===== config.mk =====
export PLATFORM = sky130hd
export DESIGN_NAME = vga_timing_gen
export DESIGN_NICKNAME = d
export VERILOG_FILES = /design/src/rtl/vga_timing_pkg.sv /design/src/rtl/vga_timing_gen_raster_counter.sv /design/src/rtl/vga_timing_gen.sv
export SDC_FILE = /design/constraint.sdc
export NUM_CORES = 1
export LEC_CHECK = 0
export CAP_MARGIN = 5
export CORE_MARGIN = 8
export CORE_UTILIZATION = 35
export CTS_BUF_LIST = sky130_fd_sc_hd__clkbuf_8
export CTS_CLUSTER_DIAMETER = 80
export DETAILED_ROUTE_END_ITERATION = 8
export PLACE_DENSITY = 0.56
export SYNTH_ARGS = -nofsm -noshare
export SYNTH_HDL_FRONTEND = slang
export SYNTH_SLANG_ARGS = --single-unit

===== constraint.sdc =====
create_clock -name clk -period 5.6 [get_ports clk]
set_clock_uncertainty 0.05 [all_clocks]
set_input_delay 1.12 -clock clk [delete_from_list [all_inputs] [get_ports clk]]
set_output_delay 1.12 -clock clk [all_outputs]
set_load 0.01 [all_outputs]

===== src/rtl/vga_timing_pkg.sv =====
// Shared timing constants for the VGA raster generator (640x480@60 defaults)
// and the sync polarity helper.
package vga_timing_pkg;

  localparam int unsigned DEF_H_ACTIVE = 640;
  localparam int unsigned DEF_H_FP     = 16;
  localparam int unsigned DEF_H_SYNC   = 96;
  localparam int unsigned DEF_H_BP     = 48;
  localparam int unsigned DEF_V_ACTIVE = 480;
  localparam int unsigned DEF_V_FP     = 10;
  localparam int unsigned DEF_V_SYNC   = 2;
  localparam int unsigned DEF_V_BP     = 33;

  localparam int unsigned H_TOTAL  = DEF_H_ACTIVE + DEF_H_FP + DEF_H_SYNC + DEF_H_BP;
  localparam int unsigned V_TOTAL  = DEF_V_ACTIVE + DEF_V_FP + DEF_V_SYNC + DEF_V_BP;
  localparam int unsigned HS_START = DEF_H_ACTIVE + DEF_H_FP;
  localparam int unsigned HS_END   = HS_START + DEF_H_SYNC;
  localparam int unsigned VS_START = DEF_V_ACTIVE + DEF_V_FP;
  localparam int unsigned VS_END   = VS_START + DEF_V_SYNC;

  // Line level for a sync pulse, given polarity and whether the pulse is asserted.
  function automatic logic sync_level(input logic active_high, input logic asserted);
    return ~(asserted ^ active_high);
  endfunction

endpackage


===== src/rtl/vga_timing_gen_raster_counter.sv =====
// Wrap counter used for both raster axes; exposes its next value so the
// parent can register decode outputs in step with the count.
module raster_counter #(
  parameter int unsigned Total = 800,
  parameter int unsigned Width = 10
) (
  input  logic             clk,
  input  logic             rst_n,
  input  logic             en,
  output logic [Width-1:0] value,
  output logic [Width-1:0] value_next,
  output logic             wrap_next
);

  localparam logic [Width-1:0] Last = Width'(Total - 1);

  logic [Width-1:0] value_q, value_d;

  // >= rather than == so an out-of-range count recovers on the next advance.
  always_comb begin
    wrap_next = en && (value_q >= Last);
    value_d   = value_q;
    if (wrap_next) begin
      value_d = '0;
    end else if (en) begin
      value_d = value_q + Width'(1);
    end
  end

  always_ff @(posedge clk or negedge rst_n) begin
    if (!rst_n) begin
      value_q <= Last;
    end else begin
      value_q <= value_d;
    end
  end

  assign value      = value_q;
  assign value_next = value_d;

endmodule


===== src/rtl/vga_timing_gen.sv =====
// VGA raster timing source: counters, active-video, syncs, line/frame markers
// and a frame counter, every output taken directly from a flop.
module vga_timing_gen
  import vga_timing_pkg::*;
#(
  parameter int unsigned H_ACTIVE         = DEF_H_ACTIVE,
  parameter int unsigned H_FP             = DEF_H_FP,
  parameter int unsigned H_SYNC           = DEF_H_SYNC,
  parameter int unsigned H_BP             = DEF_H_BP,
  parameter int unsigned V_ACTIVE         = DEF_V_ACTIVE,
  parameter int unsigned V_FP             = DEF_V_FP,
  parameter int unsigned V_SYNC           = DEF_V_SYNC,
  parameter int unsigned V_BP             = DEF_V_BP,
  parameter bit          SYNC_ACTIVE_HIGH = 1'b0
) (
  input  logic       clk,
  input  logic       rst_n,
  input  logic       pix_en,
  output logic [9:0] pix_x,
  output logic [9:0] pix_y,
  output logic       video_active,
  output logic       hsync,
  output logic       vsync,
  output logic       line_start,
  output logic       frame_start,
  output logic [7:0] frame_count
);

  localparam int unsigned HTotal = H_ACTIVE + H_FP + H_SYNC + H_BP;
  localparam int unsigned VTotal = V_ACTIVE + V_FP + V_SYNC + V_BP;

  if (HTotal > 1024 || VTotal > 1024) begin : g_total_check
    $error("vga_timing_gen: horizontal and vertical totals must not exceed 1024");
  end

  // 11-bit compares so bounds of exactly 1024 stay representable.
  localparam logic [10:0] HActive = 11'(H_ACTIVE);
  localparam logic [10:0] HsStart = 11'(H_ACTIVE + H_FP);
  localparam logic [10:0] HsEnd   = 11'(H_ACTIVE + H_FP + H_SYNC);
  localparam logic [10:0] VActive = 11'(V_ACTIVE);
  localparam logic [10:0] VsStart = 11'(V_ACTIVE + V_FP);
  localparam logic [10:0] VsEnd   = 11'(V_ACTIVE + V_FP + V_SYNC);

  localparam logic SyncIdle = sync_level(SYNC_ACTIVE_HIGH, 1'b0);

  logic [9:0] h_next, v_next;
  logic       h_wrap, v_wrap, v_en;

  logic       video_active_q, video_active_d;
  logic       hsync_q, hsync_d;
  logic       vsync_q, vsync_d;
  logic       line_start_q, line_start_d;
  logic       frame_start_q, frame_start_d;
  logic [7:0] frame_count_q, frame_count_d;

  assign v_en = pix_en & h_wrap;

  raster_counter #(
    .Total(HTotal),
    .Width(10)
  ) u_h_cnt (
    .clk       (clk),
    .rst_n     (rst_n),
    .en        (pix_en),
    .value     (pix_x),
    .value_next(h_next),
    .wrap_next (h_wrap)
  );

  raster_counter #(
    .Total(VTotal),
    .Width(10)
  ) u_v_cnt (
    .clk       (clk),
    .rst_n     (rst_n),
    .en        (v_en),
    .value     (pix_y),
    .value_next(v_next),
    .wrap_next (v_wrap)
  );

  // Decode the next raster position so every flop lands aligned with the counters.
  always_comb begin
    video_active_d = ({1'b0, h_next} < HActive) && ({1'b0, v_next} < VActive);
    hsync_d        = sync_level(SYNC_ACTIVE_HIGH,
                                ({1'b0, h_next} >= HsStart) && ({1'b0, h_next} < HsEnd));
    vsync_d        = sync_level(SYNC_ACTIVE_HIGH,
                                ({1'b0, v_next} >= VsStart) && ({1'b0, v_next} < VsEnd));
    line_start_d   = h_wrap;
    frame_start_d  = v_wrap;
    frame_count_d  = frame_count_q + {7'd0, v_wrap};
  end

  always_ff @(posedge clk or negedge rst_n) begin
    if (!rst_n) begin
      video_active_q <= 1'b0;
      hsync_q        <= SyncIdle;
      vsync_q        <= SyncIdle;
      line_start_q   <= 1'b0;
      frame_start_q  <= 1'b0;
      frame_count_q  <= 8'd0;
    end else begin
      video_active_q <= video_active_d;
      hsync_q        <= hsync_d;
      vsync_q        <= vsync_d;
      line_start_q   <= line_start_d;
      frame_start_q  <= frame_start_d;
      frame_count_q  <= frame_count_d;
    end
  end

  assign video_active = video_active_q;
  assign hsync        = hsync_q;
  assign vsync        = vsync_q;
  assign line_start   = line_start_q;
  assign frame_start  = frame_start_q;
  assign frame_count  = frame_count_q;

endmodule


Yosys cells after proc, flatten, opt, wreduce, memory -nomap -nowiden

Index checks and enable logic that the tools add are counted.

Register bits: 33
Bits of input ports: 3
Output and inout bits: 33
Word-level logic and storage cells: 31

$add $sub $neg: 3
Order comparisons: 8
Multiplexer cells: 4
Bitwise operators: 3
Reductions and logical operators: 5

Operator list:

| cell                                                               | number |
|---|---|
| 2-to-1 mux 10 bit                                                  | 4 |
| greater-or-equal comparator 10 bit, second input constant          | 3 |
| adder 10 x 1 -> 10 bit, second input constant                      | 2 |
| less-than comparator 10 bit, second input constant                 | 2 |
| less-than comparator 10 x 9 -> 1 bit, second input constant        | 2 |
| greater-or-equal comparator 10 x 9 -> 1 bit, second input constant | 1 |
| adder 8 x 1 -> 8 bit                                               | 1 |
| logical AND 1 bit                                                  | 5 |
| NOT 1 bit                                                          | 2 |
| AND 1 bit                                                          | 1 |

Longest topological paths before layout

Gate-level depths: netlist of the first run.

Depth in word-level cells: 8
Depth in mapped cells: 10
Depth with buffers taken out: 9

Modules after synthesis

From an unflattened synthesis of the first run, not the netlist that was laid out.

Cells, all modules: 146
Area total of the unflattened synthesis: 1554.0 sq um

By module, submodules not included:

| module                   | instances | cells an instance | area an instance (sq um) | sequential area each (sq um) |
|---|---|---|---|---|
| raster_counter (u_v_cnt) | 1         | 53                | 536.8                    | 254.0 |
| vga_timing_gen           | 1         | 42                | 511.7                    | 327.8 |
| raster_counter (u_h_cnt) | 1         | 51                | 505.5                    | 259.0 |

Worst setup path before layout of the first run

OpenSTA, ideal clock, no wires.

Kind: input to register
Start: input pix_en
End: register frame_count_q[6], in the netlist frame_count[6]
Library setup time: 0.079 ns
Arrival: 2.605 ns
Required time: 5.471 ns
Setup slack: 2.866 ns
Stages on the path: 10
Buffers on the path: 2
Cells stage by stage: buf_6 > nand3_1 > a21o_1 > nor2_1 > buf_2 > ha_1 > ha_1 > nand3_1 > nor2_1 > xor2_1

Cells in the longest elaborated chain, start to end: 4

RTL lines:

| item                     | line                                | RTL |
|---|---|---|
| start: declaration       | vga_timing_gen.sv:18                | `input logic pix_en,` |
| logical AND 1 bit        | vga_timing_gen_raster_counter.sv:21 | `wrap_next = en && (value_q >= Last);` |
| AND 1 bit (*)            | vga_timing_gen.sv:56                | `assign v_en = pix_en & h_wrap;` |
| logical AND 1 bit (*)    | vga_timing_gen_raster_counter.sv:21 |  |
| net frame_start_d        | vga_timing_gen.sv:53                | `logic frame_start_q, frame_start_d;` |
| adder 8 x 1 -> 8 bit (*) | vga_timing_gen.sv:91                | `frame_count_d = frame_count_q + {7'd0, v_wrap};` |
| net frame_count_d[6]     | vga_timing_gen.sv:54                | `logic [7:0] frame_count_q, frame_count_d;` |
| end signal: assignment   | vga_timing_gen.sv:108               | `frame_count_q <= frame_count_d;` |
| end: declaration         | vga_timing_gen.sv:54                |  |

Mark *: on every way through the listed nets, which the timed path passes. The rest lies on a longest branch.

Worst setup path after layout of the first run

Start: input pix_en
End: register frame_count_q[6], in the netlist frame_count[6]

Cells in the longest elaborated chain, start to end: 4

RTL lines:

| item                     | line |
|---|---|
| logical AND 1 bit        | vga_timing_gen_raster_counter.sv:21 |
| AND 1 bit (*)            | vga_timing_gen.sv:56 |
| logical AND 1 bit (*)    | vga_timing_gen_raster_counter.sv:21 |
| adder 8 x 1 -> 8 bit (*) | vga_timing_gen.sv:91 |
| net frame_count_d[6]     | vga_timing_gen.sv:54 |

Marked as above.

==> flow_metrics.py, run 1 <==
metrics = {
    "route": {
        "route.vias.total": 1199,
        "drtIter0Drc": 31,
        "avgViaCountPerCell": 5.08,
        "first_pass_iters": 4,
        "avgRoutedWirePerCell_um": 14.9,
        "drt-total-wl_mm": 3.52,
        "drtAntennaViolNets": 0,
        "drcViolationCount": 0,
    },
    "global_route": {
        "antenna_found_initial": 0,
        "grt.busiest_layer": "met2",
        "use_met3": 0.0411,
        "grt_max_degree": 34,
        "use_met1": 0.141,
        "gr-usage-met2": 0.166,
        "grt.total_usage": 0.111,
        "grt-ovfl-total": 0,
        "grt_pass1_wl_mm": 5.87,
        "grt_pass1_vias": 1190,
    },
    "flow_run": {
        "drv_cap": 0,
    },
    "cts": {
        "insertion_delay_ns": 0.28,
        "cts-buffers-inserted": 5,
        "cts_tree": "built",
        "cts_sinks": 33,
        "clockRootBuffer": "clkbuf_8",
        "cts_hold_buffers": 0,
        "clkTransAtPathRegs_ns": 0.06,
        "post-cts-setup-buffers": 0,
        "cts.path.max_buffers": 2,
        "cts_resized": 0,
        "htreeDepth": 2,
    },
    "worst_setup_path": {
        "worst-r2r-cell-count": 9,
        "cp_num_buf_inv": 1,
        "cp_slowest_cell": "clkdlybuf4s50_1",
        "required_ns": 5.75,
        "crit_type": "in -> reg",
        "arrival_ns": 3.78,
        "endpoint_kind": "register",
        "crit_chain": "clkdlybuf4s50_1 > nand3_1 > a21o_1 > nor2_1 > ha_1 > ha_1 > nand3_1 > nor2_1 > xor2_1",
        "ff2ff_setup_slack_ns": 2.72,
        "crit_cells": 9,
        "cp-start-kind": "primary input",
        "critPathTopFamily": "simple AND/OR/NAND/NOR gates",
        "max_stage_delay_ns": 0.67,
        "critPathMaxFanout": 12,
    },
    "min_path": {
        "min-delay-path-class": "reg -> reg",
        "whs_path_depth": 1,
    },
    "logic_synthesis": {
        "syn_area_mm2": 0.00156,
        "avgSynthCellArea_um2": 10.9,
        "ys_ff_latch": 33,
        "synthArstFlopShare": 1.00,
        "syn_nets": 151,
        "yosysSeqAreaShare": 0.541,
        "synth_edf_count": 0,
        "synth_cell_types": 36,
        "synthFlopType": "dfrtp_1",
        "ys_warn_count": 0,
        "syn_inst": 143,
    },
    "power": {
        "p_sw_mw": 0.180,
        "swShare": 0.268,
        "leakagePower_nw": 0.881,
        "clkPwrFrac": 0.336,
        "p_int_mw": 0.493,
        "ir_worst_vdd_mv": 0.212,
        "powerDensity_mw_per_mm2": 325,
        "combPwrFrac": 0.198,
        "seq_power_share": 0.467,
    },
    "timing": {
        "max_freq_mhz": 276,
        "whs_ns": 0.432,
        "rsz0062_at_grt": "no",
        "finalHoldViolCount": 0,
        "relSlewSlack": 0.445,
        "worst_pin_slew_ns": 0.830,
        "fin_crit_ns": 3.62,
        "final_max_slew_viol_count": 0,
        "fin_crit_sh": 0.647,
        "setup_viol": 0,
        "finalSetupTns_ns": 0,
    },
    "floorplanning": {
        "ios": 36,
        "dieHeight_um": 82.7,
        "initial_core_util": 0.360,
        "design.die.area_mm2": 0.00683,
        "fp-row-count": 24,
        "core_mm2": 0.00432,
        "die_width_um": 82.7,
    },
    "final_layout": {
        "num-fill-cells": 408,
        "drive_above_1_share": 0.152,
        "mostFrequentLayoutCell": "clkdlybuf4s50_1",
        "antennaDiodeCount": 0,
        "mostFrequentLayoutCells": "clkdlybuf4s50_1 (35), nor2_1 (22), dfrtp_1 (21), dfstp_2 (12), xor2_1 (11)",
        "fin_util": 0.479,
        "fin_nets": 191,
        "area_delta_synth_final_pct": 33.3,
    },
    "placement": {
        "place.gp.congestion": 0.872,
        "place.detailed.hpwl_mm": 2.52,
        "io_buffers": 35,
    },
    "outcome": {
        "run_status": "finished clean",
    },
}
[area by class of cell]
cell class                      count  area [um^2]  area share
Timing Repair Buffer               36          358       0.173
Clock inverter                      2         33.8      0.0163
Multi-Input combinational cell    104          682       0.329
Tap cell                           52         65.1      0.0314
Sequential cell                    33          841       0.406
Clock buffer                        6         82.6      0.0398
Inverter                            3         11.3     0.00543
[synth_stat cells, types with 2 or more instances]
cell type  instances  area share
a211oi_1           2      0.0097
dfrtp_1           21        0.34
or3_1              3       0.012
nand4_1            6       0.024
inv_1              2      0.0048
buf_2              2      0.0064
o21ai_0            3      0.0097
nand3_2            2       0.013
nor2_1            22       0.053
xnor2_1            9       0.051
ha_1               5       0.040
nand2_1           10       0.024
xor2_1            11       0.062
a21oi_1            2      0.0064
dfstp_2           12        0.20
nand3_1            9       0.029
and3_1             3       0.012
[metal layers]
layer,wire length (um),up-vias
met5,0,-
met4,39,0
met3,240,4
met2,1640,33
met1,1600,587
li1,-,575
[power groups by stage]
stage / logic, mW / clock network (mW) / registers [mW]
finish: 0.133 / 0.226 / 0.314
CTS: 0.135 / 0.235 / 0.314
floorplan: 0.0590 / 0 / 0.322
detailed placement: 0.135 / 0 / 0.317
global placement: 0.134 / 0 / 0.316
global route: 0.146 / 0.246 / 0.320
[stage by stage]
step                instance area, um^2  setup WS, ns  instances  total power, mW
finish                             2070          1.98        236            0.673
global route                       2070          1.71        236            0.713
CTS                                2070          2.00        236            0.684
detailed placement                 1960          1.71        228            0.451
global placement                   1960          1.83        228            0.450
floorplan                          1560          2.87        143            0.381
[worst register-to-register path, cell delays in order, from the launching register on]
cell and delay (ns):
dfstp_2 0.57, ha_1 0.21, nand4_1 0.14, a21o_1 0.24, nor2_1 0.66, ha_1 0.32, ha_1 0.19, nand3_1 0.12
nor2_1 0.15, xor2_1 0.15
[logic make-up (layout without fill, tap and decap cells)]
logic type,after synthesis,after routing,synth area share
AO/OA/AOI/OAI,15,15,0.0660
XOR/XNOR,20,20,0.113
adder cells (fa/ha/maj),5,5,0.0402
buffers and inverters,6,47,0.0209
flip-flops,33,33,0.541
multiplexers,1,1,0.00644
AND/OR/NAND/NOR,63,63,0.213
[flip-flops by register name (all words and copies together), names as in the netlist]
signal	flops
frame_count	8
vsync	1
frame_start	1
video_active	1
line_start	1
u_v_cnt.value	10
u_h_cnt.value	10
hsync	1
[final timing paths]
kind	from	endpoint
min	frame_count[7]	frame_count[7]
max	pix_en	frame_count[6]
min reg2reg	frame_count[7]	frame_count[7]
max reg2reg	u_h_cnt.value[0]	frame_count[6]
min in group asynchronous	rst_n	frame_count[6]
max in group asynchronous	rst_n	u_h_cnt.value[8]
(Power assumes the default switching activity.)
==> run 2: changes to the inputs <==
PLACE_DENSITY = 0.59   (was 0.56)
clock period = 3 ns   (was 5.6 ns; I/O delays follow)
==> run 2 against run 1 <==
Compared with the run above:
- register-to-register slack worse by 1.9 ns
- wire length rose by 4.5%
- clock power is 41% higher
- critical path type is now reg -> reg
- largest power group unchanged
- via count is 0.75% lower
- utilization fell by 0.26 points
- hold slack got worse by 0.0068 ns
- sequential power rose by 86%
- final cell count increased by 1.3%
- non-clock buffer count increased by 3
- first-iteration DRC count up 13%
==> flow_metrics.py, run 2 (synthesis results as in run 1) <==
metrics = {
    "outcome": {
        "run_status": "finished clean",
    },
    "cts": {
        "clockRootBuffer": "clkbuf_8",
        "insertion_delay_ns": 0.28,
        "cts-buffers-inserted": 5,
        "cts_hold_buffers": 0,
        "cts_sinks": 33,
        "htreeDepth": 2,
        "cts.path.max_buffers": 2,
        "post-cts-setup-buffers": 0,
        "cts_resized": 0,
        "cts_tree": "built",
        "clkTransAtPathRegs_ns": 0.07,
    },
    "worst_setup_path": {
        "required_ns": 3.16,
        "r2r_end": "frame_count[6]",
        "cp-start-kind": "register",
        "ff2ff_setup_slack_ns": 0.77,
        "r2r_start": "u_h_cnt.value[0]",
        "critPathMaxFanout": 5,
        "worst-r2r-cell-count": 9,
        "crit_type": "reg -> reg",
        "arrival_ns": 2.38,
        "endpoint_kind": "register",
    },
    "route": {
        "drtIter0Drc": 35,
        "drtAntennaViolNets": 0,
        "route.vias.total": 1190,
        "drcViolationCount": 0,
        "avgRoutedWirePerCell_um": 15.4,
        "avgViaCountPerCell": 4.98,
        "first_pass_iters": 5,
        "drt-total-wl_mm": 3.68,
    },
    "timing": {
        "finalHoldViolCount": 0,
        "worst_pin_slew_ns": 0.415,
        "relSlewSlack": 0.723,
        "final_max_slew_viol_count": 0,
        "whs_ns": 0.425,
        "finalSetupTns_ns": 0,
        "max_freq_mhz": 449,
        "fin_crit_ns": 2.23,
        "setup_viol": 0,
        "rsz0062_at_grt": "no",
        "fin_crit_sh": 0.742,
    },
    "final_layout": {
        "antennaDiodeCount": 0,
        "drive_above_1_share": 0.166,
        "mostFrequentLayoutCell": "clkdlybuf4s50_1",
        "final_area_mm2": 0.00206,
        "mostFrequentLayoutCells": "clkdlybuf4s50_1 (35), nor2_1 (22), dfrtp_1 (21), dfstp_2 (12), xor2_1 (11)",
        "multiInputGateArea_um2": 682,
        "fin_util": 0.477,
        "area_delta_synth_final_pct": 32.6,
        "fin_nets": 194,
        "num-fill-cells": 426,
        "seq_area_um2": 841,
    },
    "global_route": {
        "antenna_found_initial": 0,
        "grt_pass1_vias": 1308,
        "grt.total_usage": 0.119,
        "grt_pass1_wl_mm": 6.18,
        "grt-ovfl-total": 0,
        "grt_max_degree": 34,
    },
    "min_path": {
        "whs_path_depth": 1,
        "hp-start": "frame_count[7]",
        "min_to": "frame_count[7]",
        "min-delay-path-class": "reg -> reg",
    },
    "floorplanning": {
        "ios": 36,
        "core_mm2": 0.00432,
        "initial_core_util": 0.360,
        "design.die.area_mm2": 0.00683,
        "dieHeight_um": 82.7,
        "die_width_um": 82.7,
        "fp-row-count": 24,
    },
    "power": {
        "ir_worst_vdd_mv": 0.382,
        "leakagePower_nw": 0.884,
        "powerDensity_mw_per_mm2": 560,
    },
    "placement": {
        "dpl_cell_area_mm2": 0.00198,
        "place.detailed.hpwl_mm": 2.75,
        "place.gp.congestion": 0.830,
        "io_buffers": 35,
    },
    "flow_run": {
        "drv_cap": 0,
    },
}
[run 2: cell count changes in the layout (fill, tap and decap cells not counted), sizes merged]
cell,before,now
bufinv,1,0
clkbuf,6,5
clkinv,0,2
buf,1,4
[run 2: worst max-delay path by stage]
stage	start	end	slack, ns	cells after the start
floorplan	u_h_cnt.value[0]	frame_count[6]	0.70	10
global placement	pix_en	frame_count[6]	0.53	9
detailed placement	pix_en	frame_count[6]	0.48	9
CTS	u_h_cnt.value[0]	frame_count[6]	0.74	9
global route	u_h_cnt.value[0]	frame_count[6]	0.59	9
finish	u_h_cnt.value[0]	frame_count[6]	0.77	9
[run 2: critical path, cell delays in order (launching register included)]
cell	delay [ns]
dfstp_2	0.57
ha_1	0.21
nand4_1	0.13
a21o_1	0.23
nor2_1	0.16
ha_1	0.20
ha_1	0.19
nand3_1	0.12
nor2_1	0.14
xor2_1	0.14
[run 2: through the flow]
step | power (mW) | setup slack (ns) | instances
after global routing | 1.22 | 0.585 | 239
final | 1.16 | 0.775 | 239
after floorplan | 0.711 | 0.696 | 143
after CTS | 1.17 | 0.745 | 239
after global placement | 0.840 | 0.528 | 231
after detailed placement | 0.845 | 0.480 | 231
[run 2: layer usage]
metal  global-route usage  vias to the layer above  wire length, um
li1                     -                      584                -
met1                0.127                      567             1570
met2                0.204                       33             1780
met3               0.0368                        6              252
met4               0.0690                        0               71
met5                    0                        -                0
[run 2: layout make-up]
class,count,area share
timing repair buffer,39,0.184
inverter,3,0.00546
clock inverter,3,0.00667
sequential,33,0.408
clock buffer,5,0.0334
multi-input combinational,104,0.331
tap,52,0.0316
[run 2: report_power, final]
group	switching (mW)	internal [mW]	leakage, nW	total (mW)
sequential	0.0658	0.518	0.412	0.584
combinational	0.116	0.136	0.422	0.252
clock	0.162	0.157	0.0491	0.319
total	0.344	0.811	0.884	1.16
==> run 3: changes to the inputs <==
PLACE_DENSITY = 0.56   (was 0.59)
clock period = 2.2 ns   (was 3 ns; I/O delays follow)
==> run 3 against run 2 <==
Compared with the run above:
- via count up 8.2%
- register-to-register slack got worse by 0.66 ns
- clock power grew 39%
- sequential power up 36%
- utilization is 3.8 points higher
- final cell count up 7.1%
- wire length down 1.0%
- largest power group unchanged
==> flow_metrics.py, run 3 (synthesis results as in run 1) <==
metrics = {
    "outcome": {
        "run_status": "finished clean",
    },
    "final_layout": {
        "final_area_mm2": 0.00222,
        "drive_above_1_share": 0.260,
        "area_delta_synth_final_pct": 43.0,
        "mostFrequentLayoutCell": "clkdlybuf4s50_1",
        "fin_nets": 211,
        "num-fill-cells": 392,
        "mostFrequentLayoutCells": "clkdlybuf4s50_1 (35), dfrtp_1 (21), buf_4 (21), nor2_1 (20), dfstp_2 (12)",
        "antennaDiodeCount": 0,
    },
    "power": {
        "ir_worst_vdd_mv": 0.650,
        "powerDensity_mw_per_mm2": 744,
        "clkPwrFrac": 0.267,
        "leakagePower_nw": 0.962,
        "swShare": 0.280,
        "p_sw_mw": 0.463,
        "p_int_mw": 1.19,
        "seq_power_share": 0.479,
        "combPwrFrac": 0.253,
    },
    "min_path": {
        "min_to": "frame_count[7]",
        "min-delay-path-class": "reg -> reg",
        "whs_path_depth": 1,
        "hp-start": "frame_count[7]",
    },
    "floorplanning": {
        "ios": 36,
        "die_width_um": 82.7,
        "initial_core_util": 0.360,
        "dieHeight_um": 82.7,
        "fp-row-count": 24,
        "design.die.area_mm2": 0.00683,
        "core_mm2": 0.00432,
    },
    "worst_setup_path": {
        "crit_chain": "ha_4 > nand4_1 > a21o_1 > or3_1 > a21oi_2 > and4bb_1 > nand4_1",
        "max_stage_delay_ns": 0.56,
        "worst-r2r-cell-count": 7,
        "crit_type": "reg -> reg",
        "critPathMaxFanout": 4,
        "crit_start": "u_h_cnt.value[0]",
        "cp-start-kind": "register",
        "path_common_cell": "nand4_1",
        "r2r_start": "u_h_cnt.value[0]",
        "arrival_ns": 2.22,
        "endpoint_kind": "register",
        "ff2ff_setup_slack_ns": 0.11,
        "cp_slowest_cell": "dfstp_2",
        "required_ns": 2.33,
        "r2r_end": "vsync",
    },
    "timing": {
        "relSlewSlack": 0.700,
        "final_max_slew_viol_count": 0,
        "setup_viol": 0,
        "worst_pin_slew_ns": 0.444,
        "rsz0062_at_grt": "yes",
        "whs_ns": 0.436,
        "fin_crit_ns": 2.09,
        "fin_crit_sh": 0.948,
        "max_freq_mhz": 479,
        "finalHoldViolCount": 0,
    },
    "placement": {
        "place.gp.congestion": 0.854,
        "io_buffers": 35,
        "dpl_cell_area_mm2": 0.00211,
        "place.detailed.hpwl_mm": 2.79,
    },
    "route": {
        "avgViaCountPerCell": 5.03,
        "drt-total-wl_mm": 3.64,
        "drtIter0Drc": 55,
        "route.vias.total": 1288,
        "first_pass_iters": 4,
        "avgRoutedWirePerCell_um": 14.2,
        "drcViolationCount": 0,
        "drtAntennaViolNets": 0,
    },
    "cts": {
        "htreeDepth": 2,
        "cts-buffers-inserted": 5,
        "cts_tree": "built",
        "insertion_delay_ns": 0.28,
        "cts_hold_buffers": 0,
        "clockRootBuffer": "clkbuf_8",
        "cts.path.max_buffers": 2,
        "clkTransAtPathRegs_ns": 0.06,
        "cts_sinks": 33,
    },
    "flow_run": {
        "drv_cap": 0,
    },
    "global_route": {
        "grt_pass1_wl_mm": 6.04,
        "grt_pass1_vias": 1353,
        "antenna_found_initial": 0,
        "grt_max_degree": 34,
        "grt.total_usage": 0.115,
        "grt-ovfl-total": 0,
    },
}
run 3: cell count changes in the layout (fill, tap and decap cells not counted), sizes merged:
cell and delta:
clkinv -2, inv +1, clkbuf +1, buf +17
run 3: worst max path at each step:
stage / endpoint / cells past startpoint
6_report: vsync / 7
5_1_grt: frame_count[6] / 9
4_1_cts: vsync / 7
3_5_place_dp: vsync / 7
3_3_place_gp: vsync / 7
2_1_floorplan: frame_count[6] / 10
run 3: cell type report:
class	instances	area, um^2	area share
Clock buffer	6	82.6	0.0371
Clock inverter	2	7.51	0.00337
Inverter	3	11.3	0.00506
Multi-Input combinational cell	104	709	0.319
Sequential cell	33	841	0.378
Tap cell	52	65.1	0.0292
Timing Repair Buffer	56	508	0.228
run 3: what timing repair did:
| action | 4_1_cts | 5_1_grt |
|---|---|---|
| endpoints found under the hold margin | 0 | 0 |
| gates resized for setup | 0 | 3 |
| endpoints found under the setup margin | 0 | 4 |
| buffers inserted | 0 | 2 |
run 3: metal layers:
layer | track usage | wire length, um | share of wire
met3 | 0.0595 | 321 | 0.088
met4 | 0.0379 | 13 | 0.0036
met1 | 0.119 | 1470 | 0.41
met5 | 0 | 0 | 0
met2 | 0.196 | 1830 | 0.50
run 3: stage by stage:
| stage | TNS (ns) | util | total power, mW | instances | setup slack, ns |
|---|---|---|---|---|---|
| global placement | -0.646 | 0.488 | 1.19 | 246 | -0.143 |
| floorplan | 0 | - | 0.988 | 143 | 0.0212 |
| global route | -0.0403 | 0.514 | 1.76 | 256 | -0.0247 |
| CTS | 0 | 0.509 | 1.66 | 254 | 0.0397 |
| finish | 0 | 0.514 | 1.66 | 256 | 0.114 |
| detailed placement | -0.938 | 0.488 | 1.20 | 246 | -0.171 |
run 3: power by group through the flow:
| stage | clock network, mW | registers [mW] | logic [mW] |
|---|---|---|---|
| final | 0.443 | 0.793 | 0.419 |
| after global placement | 0 | 0.812 | 0.381 |
| after global routing | 0.492 | 0.804 | 0.466 |
| after floorplan | 0 | 0.829 | 0.159 |
| after CTS | 0.466 | 0.804 | 0.391 |
| after detailed placement | 0 | 0.812 | 0.388 |
run 3: worst max-delay path, delay by kind of cell, from the launching register on:
| family | cells | cell delay, ns |
|---|---|---|
| DFF | 1 | 0.56 |
| and+or+nand+nor | 4 | 0.84 |
| AOI/OAI and AO/OA | 2 | 0.39 |
| adders and majority gates | 1 | 0.15 |
==> variant 1, RTL diff (config.mk and constraints of run 2) <==
Add an input register stage for `pix_en`; this delays it by one clock.
--- a/src/rtl/vga_timing_gen.sv
+++ b/src/rtl/vga_timing_gen.sv
@@ -29,6 +29,12 @@
   localparam int unsigned HTotal = H_ACTIVE + H_FP + H_SYNC + H_BP;
   localparam int unsigned VTotal = V_ACTIVE + V_FP + V_SYNC + V_BP;
 
+  logic pix_en_q;
+
+  always_ff @(posedge clk) begin
+    pix_en_q <= pix_en;
+  end
+
   if (HTotal > 1024 || VTotal > 1024) begin : g_total_check
     $error("vga_timing_gen: horizontal and vertical totals must not exceed 1024");
   end
@@ -53,7 +59,7 @@
   logic       frame_start_q, frame_start_d;
   logic [7:0] frame_count_q, frame_count_d;
 
-  assign v_en = pix_en & h_wrap;
+  assign v_en = pix_en_q & h_wrap;
 
   raster_counter #(
     .Total(HTotal),
@@ -61,7 +67,7 @@
   ) u_h_cnt (
     .clk       (clk),
     .rst_n     (rst_n),
-    .en        (pix_en),
+    .en        (pix_en_q),
     .value     (pix_x),
     .value_next(h_next),
     .wrap_next (h_wrap)
Check against the original RTL: not equivalent (Yosys sat finds a counterexample within 4 cycles, from zero or initial values and one cycle with rst_n low).
==> variant 1 against run 2 <==
- sequential power grew 5.1%
- sequential cell count grew 1
- clock power grew 11%
- setup slack lost 0.17 ns
- sequential share of layout area shrank 4.1 points
- synthesized cell count grew 35%
- critical endpoint unchanged
- critical path type unchanged
- power grew 8.2%
- area after synthesis grew 19%
- cell count grew 23%
- largest cell class is now multi-input gates
- routed wire length grew 13%
- design area grew 14%
- critical path depth grew 1
==> variant 1: results (changes against run 2) <==
Worst VDD drop=204.8 uV (-46%); Seq. pwr=614 uW (+5.1%); Hold Slack=0.4314 ns (+0.006712 ns); Synth Area in Compound Gates=14.84% (+8.2 points); status=finished, final reports clean; worst path arrival time=2.55 ns (+0.17 ns); post-route insts no fill=295 (+23%); setup slack, reg-to-reg=0.61 ns (-0.17 ns); P_int=866.2 uW (+6.8%); largest cells by area after synthesis=dfrtp_1 (28%), dfstp_2 (17%), xnor2_1 (3.8%); Final Instance Area=2349 sq um (+14%); hpwl dp=2.910 mm (+5.9%); async set-or-reset flop fraction in the synthesized netlist=97.06% (-2.9 points); post-synthesis average cell area=9.608 sq um (-12%); Pre-Repair DR Iteration Count=4 (-1); top cells by count, synth=dfrtp_1 (21), nor2_1 (17), nand2_1 (16); first-pass GRT wire length=6.872 mm (+11%); Final #Nets=232 (+20%); Leakage=0.8931 nW (+1.1%); post-synthesis mux area share=1.080% (+0.44 points); share of layout cells above drive strength 1=13.78% (-2.8 points); Comb group=282 uW (+12%); Max-Slew Margin vs Limit=72.34% (about the same); setup slack after placement=0.6272 ns (+0.1474 ns); total number of vias=1,503 (+26%); Seq/Total Area, Yosys=46.42% (-7.6 points); area share of fa/ha/maj cells after synthesis=3.374% (-0.65 points); Post-Synth XOR/XNOR Area=6.613% (-4.7 points); post-synthesis cell type count=51 (+42%); R2R depth=10 (+1); Routed Wire Length=4.144 mm (+13%); Hold WC Path Type=reg -> reg; initial drt markers=39 (+11%); Post-Syn Nets=201 (+33%); GPL Wtd Cong=0.8466 (+2.0%)
==> variant 1: changes by cell type in the layout (fill, tap and decap cells not counted), moves of 4 or more <==
cell and change:
xor2_1 -5, a21oi_1 +7, nor3_1 +5, o21ai_0 +7, nor2_1 -5, nand2_1 +6
o31ai_1 +6, nand4b_1 +4
==> variant 1: per-layer routing <==
metal / up-vias / global-route usage (%) / part of all wire, %
met3: 4 / 3.343 / 6.2
met2: 43 / 16.98 / 45
li1: 759 / - / -
met4: 0 / 3.533 / 0.70
met1: 697 / 13.97 / 48
met5: - / 0 / 0
==> variant 1: worst max path at each step <==
| stage | start | end | slack [ns] |
|---|---|---|---|
| after global placement | u_h_cnt.value[0]$_DFF_PN1_ | frame_count[6]$_DFF_PN0_ | 0.68 |
| after detailed placement | u_h_cnt.value[0]$_DFF_PN1_ | frame_count[6]$_DFF_PN0_ | 0.63 |
| final | u_h_cnt.value[0]$_DFF_PN1_ | frame_count[6]$_DFF_PN0_ | 0.61 |
| after global routing | u_h_cnt.value[0]$_DFF_PN1_ | frame_count[6]$_DFF_PN0_ | 0.44 |
| after floorplan | u_h_cnt.value[0]$_DFF_PN1_ | frame_count[6]$_DFF_PN0_ | 0.69 |
| after CTS | u_h_cnt.value[0]$_DFF_PN1_ | frame_count[6]$_DFF_PN0_ | 0.61 |
==> variant 1: worst register-to-register path, delay by kind of cell, from the launching register on <==
family,cells,cell delay [ns]
xor+xnor,1,0.15
fa+ha+maj,3,0.60
compound gates,1,0.31
flops,1,0.57
buf+inv,1,0.10
simple gates,4,0.55
==> variant 1: cell type report <==
cell class                      instances  area, sq um
Clock buffer                            6        82.58
Timing Repair Buffer                   38        372.9
Clock inverter                          2        12.51
Tap cell                               70        87.58
Multi-Input combinational cell        139        909.6
Sequential cell                        34        860.8
Fill cell                             510         2759
Inverter                                6        22.52
==> variant 2, RTL diff (settings of run 2) <==
Without the edit above. Set the parameter `SYNC_ACTIVE_HIGH` to 1'b1 (it was 1'b0).
--- a/src/rtl/vga_timing_gen.sv
+++ b/src/rtl/vga_timing_gen.sv
@@ -11,7 +11,7 @@
   parameter int unsigned V_FP             = DEF_V_FP,
   parameter int unsigned V_SYNC           = DEF_V_SYNC,
   parameter int unsigned V_BP             = DEF_V_BP,
-  parameter bit          SYNC_ACTIVE_HIGH = 1'b0
+  parameter bit          SYNC_ACTIVE_HIGH = 1'b1
 ) (
   input  logic       clk,
   input  logic       rst_n,
Formal check against the unedited RTL: not equivalent (Yosys sat finds a counterexample within 4 cycles, from zero or initial values and one cycle with rst_n low).
==> variant 2 against run 2 <==
- routed wire length shrank 4.0%
- setup slack lost 0.11 ns
- global-route usage shrank 0.22 points
- sequential cell count is the same
- area after synthesis grew 0.16%
- count of clock-buffer cells in the layout is the same
- design area shrank 0.79%
- non-clock buffer count shrank 1
- power shrank 1.3%
- via count shrank 2.4%
- critical path type is now in -> reg
==> variant 2: results (changes against run 2) <==
worst path arrival time=2.49 ns (+0.11 ns); Post-DP Area=1963 sq um (-0.82%); Leakage=0.9116 nW (+3.2%); Max stage delay cell, worst path=clkdlybuf4s50_1; share of layout cells above drive strength 1=16.02% (-0.56 points); via/cell ratio=4.983 (about the same); max incr delay on CP=0.48 ns (-0.09 ns); hpwl dp=2.619 mm (-4.7%); diodes inserted=0 (unchanged); Final #Nets=188 (-3.1%); Top delay family on crit path=simple AND/OR/NAND/NOR gates; vias in the first global route=1,255 (-4.1%); setup slack, reg-to-reg=0.68 ns (-0.09 ns); wire length per cell=15.15 um (-1.5%); Worst VDD drop=250.6 uV (-34%); GPL Wtd Cong=0.8809 (+6.2%); start of the worst register-to-register path=u_h_cnt.value[0]$_DFF_PN1_; Post-Syn Nets=147 (-2.6%); CP Launch Point=pix_en; Comb group=243 uW (-4%); post-synthesis average cell area=11.21 sq um (+3.0%); P_int=803.4 uW (-0.93%); Clock H-tree levels=2 (unchanged); CTS Buffer Depth=2 (unchanged); Gate power share=21.3% (-0.5 points); Hold Slack=0.4265 ns (+0.001813 ns); top cells by count, synth=dfrtp_1 (23), nor2_1 (22), xor2_1 (12); largest cells by area after synthesis=dfrtp_1 (37%), dfstp_2 (17%), xor2_1 (6.7%); initial drt markers=149 (+330%); setup slack after placement=0.3578 ns (-0.1220 ns); gr usage total=11.71% (-0.22 points); post-synthesis cell type count=33 (-8.3%); Max-Slew Margin vs Limit=70.74% (-1.6 points); minimum clock period=2.336 ns (+0.1111 ns); post-route insts no fill=233 (-2.5%); fillers=404 (-5.2%); Seq/Total Area, Yosys=53.82% (-0.25 points); first-pass GRT wire length=6.030 mm (-2.3%); status=finished, final reports clean; Pre-Repair DR Iteration Count=4 (-1); Clock Pin Slew Worst Setup and Hold Paths=0.06 ns
variant 2: changes by cell type after synthesis, sizes merged, moves of 2 or more:
cell and change:
nand3 -4, a211oi -2, dfrtp +2, dfstp -2, or3 -2
variant 2: worst min-delay path by stage:
| stage | start | endpoint | cells after the start |
|---|---|---|---|
| floorplan | rst_n | frame_count[0]$_DFF_PN0_ | 0 |
| finish | frame_count[7]$_DFF_PN0_ | frame_count[7]$_DFF_PN0_ | 1 |
| global placement | frame_count[7]$_DFF_PN0_ | frame_count[7]$_DFF_PN0_ | 1 |
| global route | frame_count[7]$_DFF_PN0_ | frame_count[7]$_DFF_PN0_ | 1 |
| CTS | frame_count[7]$_DFF_PN0_ | frame_count[7]$_DFF_PN0_ | 1 |
| detailed placement | frame_count[7]$_DFF_PN0_ | frame_count[7]$_DFF_PN0_ | 1 |
variant 2: final cells by class:
| type | count | area (sq um) | area share [%] |
|---|---|---|---|
| multi-input combinational | 98 | 669.4 | 32.72 |
| clock inverter | 3 | 13.76 | 0.6728 |
| sequential | 33 | 838.3 | 40.98 |
| inverter | 4 | 17.52 | 0.8563 |
| timing repair buffer | 38 | 372.9 | 18.23 |
| clock buffer | 5 | 68.82 | 3.364 |
| tap | 52 | 65.06 | 3.180 |
variant 2: cells by family (layout without fill, tap and decap cells):
family          count (synthesis)  count (layout)  synth area share (%)
simple gates                   60              60                 20.56
flops                          33              33                 53.82
xor+xnor                       21              21                 11.81
compound gates                 11              11                 5.944
buf+inv                         8              50                 3.213
fa+ha+maj                       5               5                 4.016
mux                             1               1                0.6426
variant 2: routing by layer:
metal  track usage, %  part of all wire (%)
met5                0                     0
met4            5.000                   1.9
met3            4.870                   6.6
met2            20.28                    51
met1            12.18                    41
